[src/rtl/input_vc_buffer_pkg.sv]
// input_vc_buffer_pkg
//   Shared widths, flit-type codes and framing-FSM state for the router input
//   VC buffer. The flit type lives in the top bits of every flit.
package input_vc_buffer_pkg;

  localparam int DATAW    = 31;  // flit is DATAW+1 bits
  localparam int VCH      = 1;   // VCH+1 virtual channels
  localparam int VCHW     = 0;   // VC index is VCHW+1 bits
  localparam int TYPE_MSB = 31;
  localparam int TYPE_LSB = 30;
  localparam int TYPEW    = 1;   // type field is TYPEW+1 bits
  localparam int FIFO_P1  = 4;   // flits per VC FIFO (= upstream credits)
  localparam int FIFOD_P1 = 2;   // occupancy count is FIFOD_P1+1 bits

  localparam int NVC = VCH + 1;

  typedef logic [DATAW:0] flit_t;
  typedef logic [VCHW:0]  vch_t;
  typedef logic [VCH:0]   vc_vec_t;

  typedef enum logic [TYPEW:0] {
    TYPE_HEAD     = 2'd0,
    TYPE_BODY     = 2'd1,
    TYPE_TAIL     = 2'd2,
    TYPE_HEADTAIL = 2'd3
  } flit_type_e;

  // Input framing: IDLE between packets, BODY while a multi-flit packet is open.
  typedef enum logic {
    VC_IDLE = 1'b0,
    VC_BODY = 1'b1
  } vc_state_e;

  function automatic flit_type_e flit_type(input flit_t f);
    return flit_type_e'(f[TYPE_MSB:TYPE_LSB]);
  endfunction

endpackage

[src/rtl/input_vc_buffer_if.sv]
// input_vc_buffer_if
//   Link-side and allocator-side signals of one router input channel.
//   slave  : the input buffer (receives flits and grants, drives requests,
//            forwarded flits, credits, lock and error status)
//   master : whatever drives it (upstream link + switch allocator, or a bench)
interface input_vc_buffer_if;
  import input_vc_buffer_pkg::*;

  flit_t   idata;   // incoming flit
  logic    ivalid;  // incoming flit valid
  vch_t    ivch;    // VC of incoming flit
  vc_vec_t oreq;    // VC v has a stored flit
  vc_vec_t igrant;  // allocator grant
  flit_t   odata;   // forwarded flit (registered)
  logic    ovalid;  // odata valid
  vch_t    ovch;    // VC of forwarded flit
  vc_vec_t oack;    // one credit pulse per popped flit
  vc_vec_t olck;    // VC v holds an unfinished packet
  vc_vec_t oerr;    // sticky protocol/overflow error

  modport slave (
    input  idata, ivalid, ivch, igrant,
    output oreq, odata, ovalid, ovch, oack, olck, oerr
  );

  modport master (
    output idata, ivalid, ivch, igrant,
    input  oreq, odata, ovalid, ovch, oack, olck, oerr
  );

endinterface

[src/rtl/input_vc_buffer_vc_fifo.sv]
// vc_fifo
//   One virtual-channel flit FIFO of DEPTH entries (any DEPTH >= 1, not only
//   powers of two). The caller only asserts push when there is room or a pop
//   happens in the same cycle; pop is only asserted when not empty.
//   clk, rst_ : clock, async active-low reset
//   push/wdata: store wdata at the tail
//   pop       : discard the head; rdata always shows the head
//   full/empty/count : occupancy status, count in 0..DEPTH
module vc_fifo
  import input_vc_buffer_pkg::*;
#(
  parameter int DEPTH = FIFO_P1,
  localparam int PTRW = (DEPTH > 1) ? $clog2(DEPTH) : 1,
  localparam int CNTW = $clog2(DEPTH + 1)
) (
  input  logic            clk,
  input  logic            rst_,
  input  logic            push,
  input  flit_t           wdata,
  input  logic            pop,
  output flit_t           rdata,
  output logic            full,
  output logic            empty,
  output logic [CNTW-1:0] count
);

  flit_t           mem [DEPTH];
  logic [PTRW-1:0] wr_ptr;
  logic [PTRW-1:0] rd_ptr;

  function automatic logic [PTRW-1:0] wrap_inc(input logic [PTRW-1:0] p);
    return (p == PTRW'(DEPTH - 1)) ? '0 : p + 1'b1;
  endfunction

  assign full  = (count == CNTW'(DEPTH));
  assign empty = (count == '0);
  assign rdata = mem[rd_ptr];

  // NOTE: sequential state uses non-blocking (<=) so every register samples
  // the pre-edge values regardless of statement order.
  always_ff @(posedge clk or negedge rst_) begin
    if (!rst_) begin
      wr_ptr <= '0;
      rd_ptr <= '0;
      count  <= '0;
    end else begin
      if (push) wr_ptr <= wrap_inc(wr_ptr);
      if (pop)  rd_ptr <= wrap_inc(rd_ptr);
      case ({push, pop})
        2'b10:   count <= count + 1'b1;
        2'b01:   count <= count - 1'b1;
        default: count <= count;
      endcase
    end
  end

  // NOTE: storage has no reset; emptiness is tracked by count/pointers, so
  // stale contents are never observable and the array maps to plain RAM.
  always_ff @(posedge clk) begin
    if (push) mem[wr_ptr] <= wdata;
  end

endmodule

[src/rtl/input_vc_buffer.sv]
// input_vc_buffer
//   Per-physical-channel router input stage. Each arriving flit is stored in
//   the FIFO of its VC; a per-VC framing FSM checks packet structure; the
//   lowest granted non-empty VC is popped each cycle and its flit presented
//   on the registered output together with a one-cycle credit pulse.
//   clk, rst_ : clock, async active-low reset
//   bus       : input_vc_buffer_if.slave (idata/ivalid/ivch/igrant in;
//               oreq/odata/ovalid/ovch/oack/olck/oerr out)
//   ROUTERID, PCHID are identifiers for debug/trace only.
module input_vc_buffer
  import input_vc_buffer_pkg::*;
#(
  parameter int ROUTERID = 0,
  parameter int PCHID    = 0,
  parameter int DEPTH    = FIFO_P1
) (
  input logic              clk,
  input logic              rst_,
  input_vc_buffer_if.slave bus
);

  localparam int CNTW = $clog2(DEPTH + 1);

  flit_t           rdata      [NVC];
  logic [CNTW-1:0] fifo_count [NVC];
  logic [NVC-1:0]  full, empty;
  logic [NVC-1:0]  push, accept, pop;
  logic [NVC-1:0]  lck_set, lck_clr;
  vch_t            pop_vc;
  logic            pop_any;
  flit_t           pop_data;
  flit_type_e      in_type, pop_type;

  vc_state_e       state_q [NVC];
  logic [NVC-1:0]  lck_q, err_q, oack_q;
  flit_t           odata_q;
  logic            ovalid_q;
  vch_t            ovch_q;

  for (genvar v = 0; v < NVC; v++) begin : g_vc
    vc_fifo #(.DEPTH(DEPTH)) u_fifo (
      .clk   (clk),
      .rst_  (rst_),
      .push  (accept[v]),
      .wdata (bus.idata),
      .pop   (pop[v]),
      .rdata (rdata[v]),
      .full  (full[v]),
      .empty (empty[v]),
      .count (fifo_count[v])
    );
  end

  assign in_type  = flit_type(bus.idata);
  assign pop_type = flit_type(pop_data);
  assign bus.oreq = ~empty;

  // NOTE: every always_comb output gets a default first so no path leaves it
  // unassigned, which would otherwise infer a latch.
  always_comb begin
    pop      = '0;
    pop_vc   = '0;
    pop_any  = 1'b0;
    pop_data = '0;
    // Fixed priority: lowest VC that is both granted and holding a flit.
    for (int v = 0; v < NVC; v++) begin
      if (!pop_any && bus.igrant[v] && !empty[v]) begin
        pop[v]   = 1'b1;
        pop_vc   = vch_t'(v);
        pop_any  = 1'b1;
        pop_data = rdata[v];
      end
    end
  end

  always_comb begin
    push    = '0;
    accept  = '0;
    lck_set = '0;
    lck_clr = '0;
    for (int v = 0; v < NVC; v++) begin
      push[v]    = bus.ivalid && (bus.ivch == vch_t'(v));
      // A full FIFO still takes the flit when its head leaves this cycle.
      accept[v]  = push[v] && (!full[v] || pop[v]);
      lck_set[v] = accept[v] && (in_type == TYPE_HEAD || in_type == TYPE_HEADTAIL);
      lck_clr[v] = pop[v] && (pop_type == TYPE_TAIL || pop_type == TYPE_HEADTAIL);
    end
  end

  always_ff @(posedge clk or negedge rst_) begin
    if (!rst_) begin
      for (int v = 0; v < NVC; v++) state_q[v] <= VC_IDLE;
      lck_q    <= '0;
      err_q    <= '0;
      oack_q   <= '0;
      odata_q  <= '0;
      ovalid_q <= 1'b0;
      ovch_q   <= '0;
    end else begin
      for (int v = 0; v < NVC; v++) begin
        // Framing only follows flits that were actually stored; an illegal
        // type flags the VC but leaves the state where it was.
        if (accept[v]) begin
          case (state_q[v])
            VC_IDLE: begin
              if (in_type == TYPE_HEAD)               state_q[v] <= VC_BODY;
              else if (in_type != TYPE_HEADTAIL)      err_q[v]   <= 1'b1;
            end
            VC_BODY: begin
              if (in_type == TYPE_TAIL)               state_q[v] <= VC_IDLE;
              else if (in_type != TYPE_BODY)          err_q[v]   <= 1'b1;
            end
            default:                                  state_q[v] <= VC_IDLE;
          endcase
        end
        if (push[v] && !accept[v]) err_q[v] <= 1'b1;  // overflow drop

        // A new packet opening on the same cycle the old one leaves keeps the lock.
        if (lck_set[v])      lck_q[v] <= 1'b1;
        else if (lck_clr[v]) lck_q[v] <= 1'b0;
      end

      odata_q  <= pop_data;
      ovch_q   <= pop_vc;
      ovalid_q <= pop_any;
      oack_q   <= pop;
    end
  end

  assign bus.odata  = odata_q;
  assign bus.ovalid = ovalid_q;
  assign bus.ovch   = ovch_q;
  assign bus.oack   = oack_q;
  assign bus.olck   = lck_q;
  assign bus.oerr   = err_q;

  // Trace-only identifiers and occupancy counts have no functional load.
  logic unused_dbg;
  always_comb begin
    unused_dbg = ^{ROUTERID, PCHID};
    for (int v = 0; v < NVC; v++) unused_dbg = unused_dbg ^ (^fifo_count[v]);
  end

endmodule

[src/flat_wrapper.sv]
// flat-port wrapper written by rule: the top's interface ports become plain ports
module input_vc_buffer_flat import input_vc_buffer_pkg::*;
#(
  parameter int ROUTERID = 0,
  parameter int PCHID    = 0,
  parameter int DEPTH    = FIFO_P1
)
  (clk, rst_, bus_idata, bus_ivalid, bus_ivch, bus_igrant, bus_oreq, bus_odata, bus_ovalid, bus_ovch, bus_oack, bus_olck, bus_oerr);
  input_vc_buffer_if bus_i ();
  input logic clk;
  input logic rst_;
  input wire logic [$bits(bus_i.idata)-1:0] bus_idata;
  input wire logic [$bits(bus_i.ivalid)-1:0] bus_ivalid;
  input wire logic [$bits(bus_i.ivch)-1:0] bus_ivch;
  input wire logic [$bits(bus_i.igrant)-1:0] bus_igrant;
  output wire logic [$bits(bus_i.oreq)-1:0] bus_oreq;
  output wire logic [$bits(bus_i.odata)-1:0] bus_odata;
  output wire logic [$bits(bus_i.ovalid)-1:0] bus_ovalid;
  output wire logic [$bits(bus_i.ovch)-1:0] bus_ovch;
  output wire logic [$bits(bus_i.oack)-1:0] bus_oack;
  output wire logic [$bits(bus_i.olck)-1:0] bus_olck;
  output wire logic [$bits(bus_i.oerr)-1:0] bus_oerr;
  assign bus_i.idata = bus_idata;
  assign bus_i.ivalid = bus_ivalid;
  assign bus_i.ivch = bus_ivch;
  assign bus_i.igrant = bus_igrant;
  assign bus_oreq = bus_i.oreq;
  assign bus_odata = bus_i.odata;
  assign bus_ovalid = bus_i.ovalid;
  assign bus_ovch = bus_i.ovch;
  assign bus_oack = bus_i.oack;
  assign bus_olck = bus_i.olck;
  assign bus_oerr = bus_i.oerr;
  input_vc_buffer #(.ROUTERID(ROUTERID), .PCHID(PCHID), .DEPTH(DEPTH)) u_core (.clk(clk), .rst_(rst_), .bus(bus_i));
endmodule
[config.mk]
export PLATFORM = sky130hd
export DESIGN_NAME = input_vc_buffer_flat
export DESIGN_NICKNAME = d
export VERILOG_FILES = /design/src/rtl/input_vc_buffer_pkg.sv /design/src/rtl/input_vc_buffer_if.sv /design/src/rtl/input_vc_buffer_vc_fifo.sv /design/src/rtl/input_vc_buffer.sv /design/src/flat_wrapper.sv
export SDC_FILE = /design/constraint.sdc
export NUM_CORES = 1
export LEC_CHECK = 0
export CAP_MARGIN = 20
export CORE_AREA = 2 2 143 145
export CTS_BUF_LIST = sky130_fd_sc_hd__clkbuf_4
export DETAILED_ROUTE_END_ITERATION = 6
export DIE_AREA = 0 0 145 147
export PLACE_DENSITY_LB_ADDON = 0.2
export SLEW_MARGIN = 20
export SYNTH_ARGS = -nofsm -noshare
export SYNTH_HDL_FRONTEND = slang
export SYNTH_SLANG_ARGS = --single-unit
[constraint.sdc]
create_clock -name clk -period 3.92 [get_ports clk]
set_input_delay 0.784 -clock clk [delete_from_list [all_inputs] [get_ports clk]]
set_output_delay 0.784 -clock clk [all_outputs]
set_load 0.005 [all_outputs]
# Yosys cells after proc, flatten, opt, wreduce, memory -nomap -nowiden
# Memory sizes are Yosys's and may differ from the RTL's.
# Cells that the tools add are included.
# op_classes
n_addsub,8
n_eq_ne,24
n_mux,33
bitwise,4
reduce_logical,35
# ops
op,n
$mux 32,2
$mux 1,21
$eq 2x2->1 const B,10
$ne 3x3->1 const B,6
$logic_and 1x1->1,13
$pmux 3 s2,2
$reduce_bool 2->1,6
$reduce_and 5->1,2
$add 2x1->2 const B,4
$mux 2,4
$pmux 1 s2,4
$logic_not 1->1,7
$add 3x1->3 const B,2
$eq 3x3->1 const B,2
$logic_not 3->1,2
$ne 3x1->1 const B,2
$sub 3x1->3 const B,2
$eq 2x1->1 const B,2
$logic_or 1x1->1,4
$not 1->1,3
$logic_not 2->1,1
$ne 2x1->1 const B,1
$ne 2x2->1 const B,1
$not 2->2,1
# totals
reg_bits,56
ramBits,256
input_bits,38
mem_count,2
# mem_list
memory,words,width,read_ports,rd_ports_with_merged_regs,wr,line,text
u_core.g_vc[0].u_fifo.mem,4,32,1,0,1,input_vc_buffer_vc_fifo.sv:27,flit_t mem [DEPTH];
u_core.g_vc[1].u_fifo.mem,4,32,1,0,1,input_vc_buffer_vc_fifo.sv:27,

# Depth between registers and ports, before layout
# logic_depth
word_depth,14
depth_mapped,9
mapped_depth_nobuf,7

# Hierarchy
# From an unflattened synthesis, not the netlist that was laid out.
# hier_totals
hier_cells,531
hier_area_um2,11765.0
# modules_own_cells
mod,n_inst,cells_per_inst,area_per_inst_um2,seq_area_each_um2
vc_fifo,2,206,5084.9,4018.9
input_vc_buffer,1,119,1595.3,1026.0

# Least setup slack after synthesis
# OpenSTA, ideal clock, no wires.
# synth_path
kind,input -> register
start,in bus_igrant[0]
end,reg u_core.g_vc[1].u_fifo.count[2]
arrival_time_ns,2.616
setup_slack_ns,1.186
path_stages,9
n_path_buf,2
cell_sequence,o31ai_4 -> and3_1 -> buf_2 -> buf_4 -> nand2_1 -> fa_1 -> a211o_1 -> mux2_2 -> a21o_1
# synth_between
elab_chain_len,10
elab_cells_between_ends,12
# synth_lines
item,line,text
"start, declared",flat_wrapper.sv:15,input wire logic [$bits(bus_i.igrant)-1:0] bus_igrant;
$logic_and 1x1->1 (*),input_vc_buffer.sv:67,if (!pop_any && bus.igrant[v] && !empty[v]) begin
$mux 1 (*),input_vc_buffer.sv:67,
$logic_not 1->1 (*),input_vc_buffer.sv:67,
$logic_and 1x1->1 (*) (2 in a row),input_vc_buffer.sv:67,
$mux 1 (*),input_vc_buffer.sv:67,
via u_core.g_vc[1].u_fifo.pop,input_vc_buffer_vc_fifo.sv:20,"input logic pop,"
$logic_or 1x1->1,input_vc_buffer.sv:84,accept[v] = push[v] && (!full[v] || pop[v]);
$logic_and 1x1->1,input_vc_buffer.sv:84,
$eq 2x1->1 / $eq 2x2->1 (equally long branches),input_vc_buffer_vc_fifo.sv:49,"case ({push, pop})"
$pmux 3 s2 / $reduce_bool 2->1 (equally long branches),--,
"end signal, assigned",input_vc_buffer_vc_fifo.sv:50,2'b10: count <= count + 1'b1;
"end signal, assigned",input_vc_buffer_vc_fifo.sv:51,2'b01: count <= count - 1'b1;
"end signal, assigned",input_vc_buffer_vc_fifo.sv:52,default: count <= count;
"end, declared",input_vc_buffer_vc_fifo.sv:24,output logic [CNTW-1:0] count
# The timed path passes the listed nets; every way through them passes the cells marked *.
# A chain may end at the register's enable or synchronous reset.

# Final worst setup path
# layout_path
start,reg u_core.g_vc[0].u_fifo.count[0]
end,out bus_oreq[0]
# layout_between
elab_chain_len,2
# layout_lines
item,line,text
"start, declared",input_vc_buffer_vc_fifo.sv:24,
"start signal, assigned",input_vc_buffer_vc_fifo.sv:50,
"start signal, assigned",input_vc_buffer_vc_fifo.sv:51,
"start signal, assigned",input_vc_buffer_vc_fifo.sv:52,
$logic_not 3->1,input_vc_buffer_vc_fifo.sv:36,assign empty = (count == '0);
$not 2->2,input_vc_buffer.sv:56,assign bus.oreq = ~empty;
"end, declared",flat_wrapper.sv:16,output wire logic [$bits(bus_i.oreq)-1:0] bus_oreq;
# Every way passes these cells.

==> flow_metrics.py <==
metrics = {
    "logic_synthesis": {
        "synth_cell_types": 47,
        "synth_cells": 542,
        "synth_ff_type": "edfxtp_1",
        "synth.largest_area_cell": "edfxtp_1",
        "synthTopCellsByArea": "edfxtp_1, mux4_2, dfrtp_1, a22o_1, ha_1",
        "syn_area_per_cell_um2": 21.6,
        "async_flop_share": 0.177,
        "syn_area_um2": 11700,
        "ys_ff_latch": 311,
        "synth_fp_nets": 596,
        "yosys_warnings": 0,
        "synth_top_cells_by_count": "edfxtp_1, mux4_2, dfrtp_1",
        "synth_top_area_share": 0.655,
        "ys_seq_area_frac": 0.773,
        "synth_most_common_cell": "edfxtp_1",
        "synth-edff-count": 256,
    },
    "global_routing": {
        "grt_max_degree": 37,
        "grt_pass1_wl_um": 34300,
        "antenna_found_initial": 0,
        "grt_usage": 0.212,
        "grt_pass1_vias": 6364,
        "overflow": 0,
    },
    "final_layout": {
        "antennaDiodeCount": 0,
        "drive_gt1_frac": 0.315,
        "area_growth_pct": 18.8,
        "fin_cells": 1029,
        "nets": 752,
    },
    "drt": {
        "viasPerCell": 5.59,
        "routed_wirelength_um": 21100,
        "num_vias": 5753,
        "routedWlPerCell_um": 20.5,
        "dr.pass1.iters": 4,
        "drt_iter0_drc": 385,
        "ant_nets": 0,
        "drcViolationCount": 0,
    },
    "timing": {
        "slew_viol_final": 0,
        "rsz0062_at_grt": "false",
        "whs_ns": 0.0863,
        "fmax_mhz": 356,
        "relSlewSlack": 0.432,
        "worstMarginPinSlew_ns": 0.852,
        "fin_skew_ns": 0.0361,
        "hold_viol": 0,
        "fin_setup_tns_ns": 0,
        "layout_min_cycle_time_ns": 2.81,
        "setup_violations": 0,
        "period_share": 0.716,
    },
    "floorplan": {
        "pin_count": 80,
        "initial_core_util": 0.591,
        "die_y_um": 147,
        "design.core.area_um2": 19800,
        "rows": 52,
        "dieWidth_um": 145,
        "dieArea_um2": 21300,
    },
    "pwr": {
        "leakage_nw": 4.95,
        "vdd_drop_max_uv": 372,
        "powerDensity_nw_per_um2": 673,
    },
    "critical_path": {
        "cp_slowest_stage_delay_ns": 0.48,
        "worstPathCellList": "or3_2, clkdlybuf4s50_1",
        "end_kind": "primary output",
        "cpMaxStageDelayCell": "dfrtp_1",
        "required_ns": 3.14,
        "cp.arrival_ns": 2.02,
        "worstPathMaxFanout": 6,
        "critPathKind": "reg2out",
        "cp-start-kind": "flip-flop",
    },
    "cts": {
        "clock_latency_ns": 0.65,
        "cts_resized": 0,
        "cts-htree-levels": 3,
        "cts_max_path_buffers": 3,
        "cts-root-buf": "clkbuf_4",
        "clock-sinks": 311,
        "cts_buffers": 79,
        "cts_tree": "built",
        "cts_hold_buffers": 0,
        "clkSlewWorstSetupHoldPaths_ns": 0.06,
        "cts_setup_buffers": 0,
    },
    "status": {
        "status": "finished, final reports clean",
    },
    "min_path": {
        "hold_class": "in2async",
    },
    "placement": {
        "dp.cells": 887,
        "globalplace.congestion": 0.848,
        "dp_hpwl_um": 12400,
        "port_buffers": 79,
    },
    "job": {
        "max_cap_violations": 0,
    },
}
where the power goes:
group | total (mW) | switching [mW] | internal [mW]
registers | 4.49 | 0.377 | 4.11
logic | 2.25 | 0.956 | 1.30
clock network | 2.63 | 1.19 | 1.44
total | 9.37 | 2.52 | 6.85
worst max-delay path, delay by kind of cell, from the launching register on:
kind	cells	cell delay [ns]
DFF	1	0.48
buffers and inverters	1	0.45
and+or+nand+nor	1	0.47
registers in the layout, indices dropped and copies added, names as in the netlist, named ones only:
register and cells:
u_core.bus.oerr 2, u_core.bus.ovalid 1, u_core.g_vc.u_fifo.rd_ptr 4, u_core.bus.olck 2, u_core.bus.odata 32, u_core.g_vc.u_fifo.mem 256, u_core.g_vc.u_fifo.wr_ptr 4, u_core.bus.oack 2
u_core.g_vc.u_fifo.count 6
cell usage in the layout, fill, tap and decap left out, drive strengths merged, types with 2 or more instances in the layout:
cell,count
a211o,2
a211oi,2
a21boi,2
a21o,2
a21oi,2
a22o,32
and2,9
buf,21
clkbuf,125
clkdlybuf4s50,78
clkinv,14
dfrtp,55
edfxtp,256
fa,2
ha,14
inv,14
mux2,4
mux4,64
nand2,18
nand2b,2
nand3,2
nor2,4
nor3,3
o21ai,7
o21bai,2
o31ai,3
or3,4
xnor2,3
final cells by class:
class / count / area (µm²)
Sequential cell: 311 / 9070
Fill cell: 1276 / 5910
Multi-Input combinational cell: 195 / 2510
Timing Repair Buffer: 99 / 961
Clock buffer: 125 / 938
Tap cell: 270 / 338
Clock inverter: 17 / 68.8
Inverter: 12 / 45.0
routing by layer:
metal  vias up  routed length [µm]  GRT usage
met1      2955                8740      0.278
met5         -                   0          0
met2       183               10800      0.352
met3        29                1270     0.0519
li1       2586                   -          -
met4         0                 313     0.0802
stage by stage:
step,util,setup slack [ns],instance area (µm²),total power [mW]
finish,0.702,1.11,13900,9.37
floorplan,-,1.19,11700,5.90
global route,0.702,1.01,13900,9.89
detailed placement,0.651,0.649,12900,6.84
global placement,0.650,0.721,12900,6.74
CTS,0.702,1.05,13900,9.50
logic make-up (layout without fill, tap and decap cells):
group | Yosys count | in the layout | share of synthesized area
simple gates | 47 | 47 | 0.0218
flops | 311 | 311 | 0.773
xor+xnor | 4 | 4 | 0.00299
compound gates | 59 | 59 | 0.0427
buf+inv | 36 | 253 | 0.0138
mux | 69 | 69 | 0.128
fa+ha+maj | 16 | 16 | 0.0183
final timing paths:
kind	cells past startpoint	slack, ns	to	start
worst max-delay path	2	1.11	bus_oreq[0]	u_core.g_vc[0].u_fifo.count[0]
max in group asynchronous	2	3.12	u_core.bus.olck[0]	rst_
worst max register to register	7	1.29	u_core.g_vc[1].u_fifo.count[2]	u_core.g_vc[0].u_fifo.count[0]
worst min register to register	1	0.47	u_core.bus.oerr[1]	u_core.bus.oerr[1]
worst min-delay path	1	0.09	u_core.bus.odata[2]	rst_
min in group clk	1	0.47	u_core.bus.oerr[1]	u_core.bus.oerr[1]
Note: power is estimated with default switching activity, not from simulation.
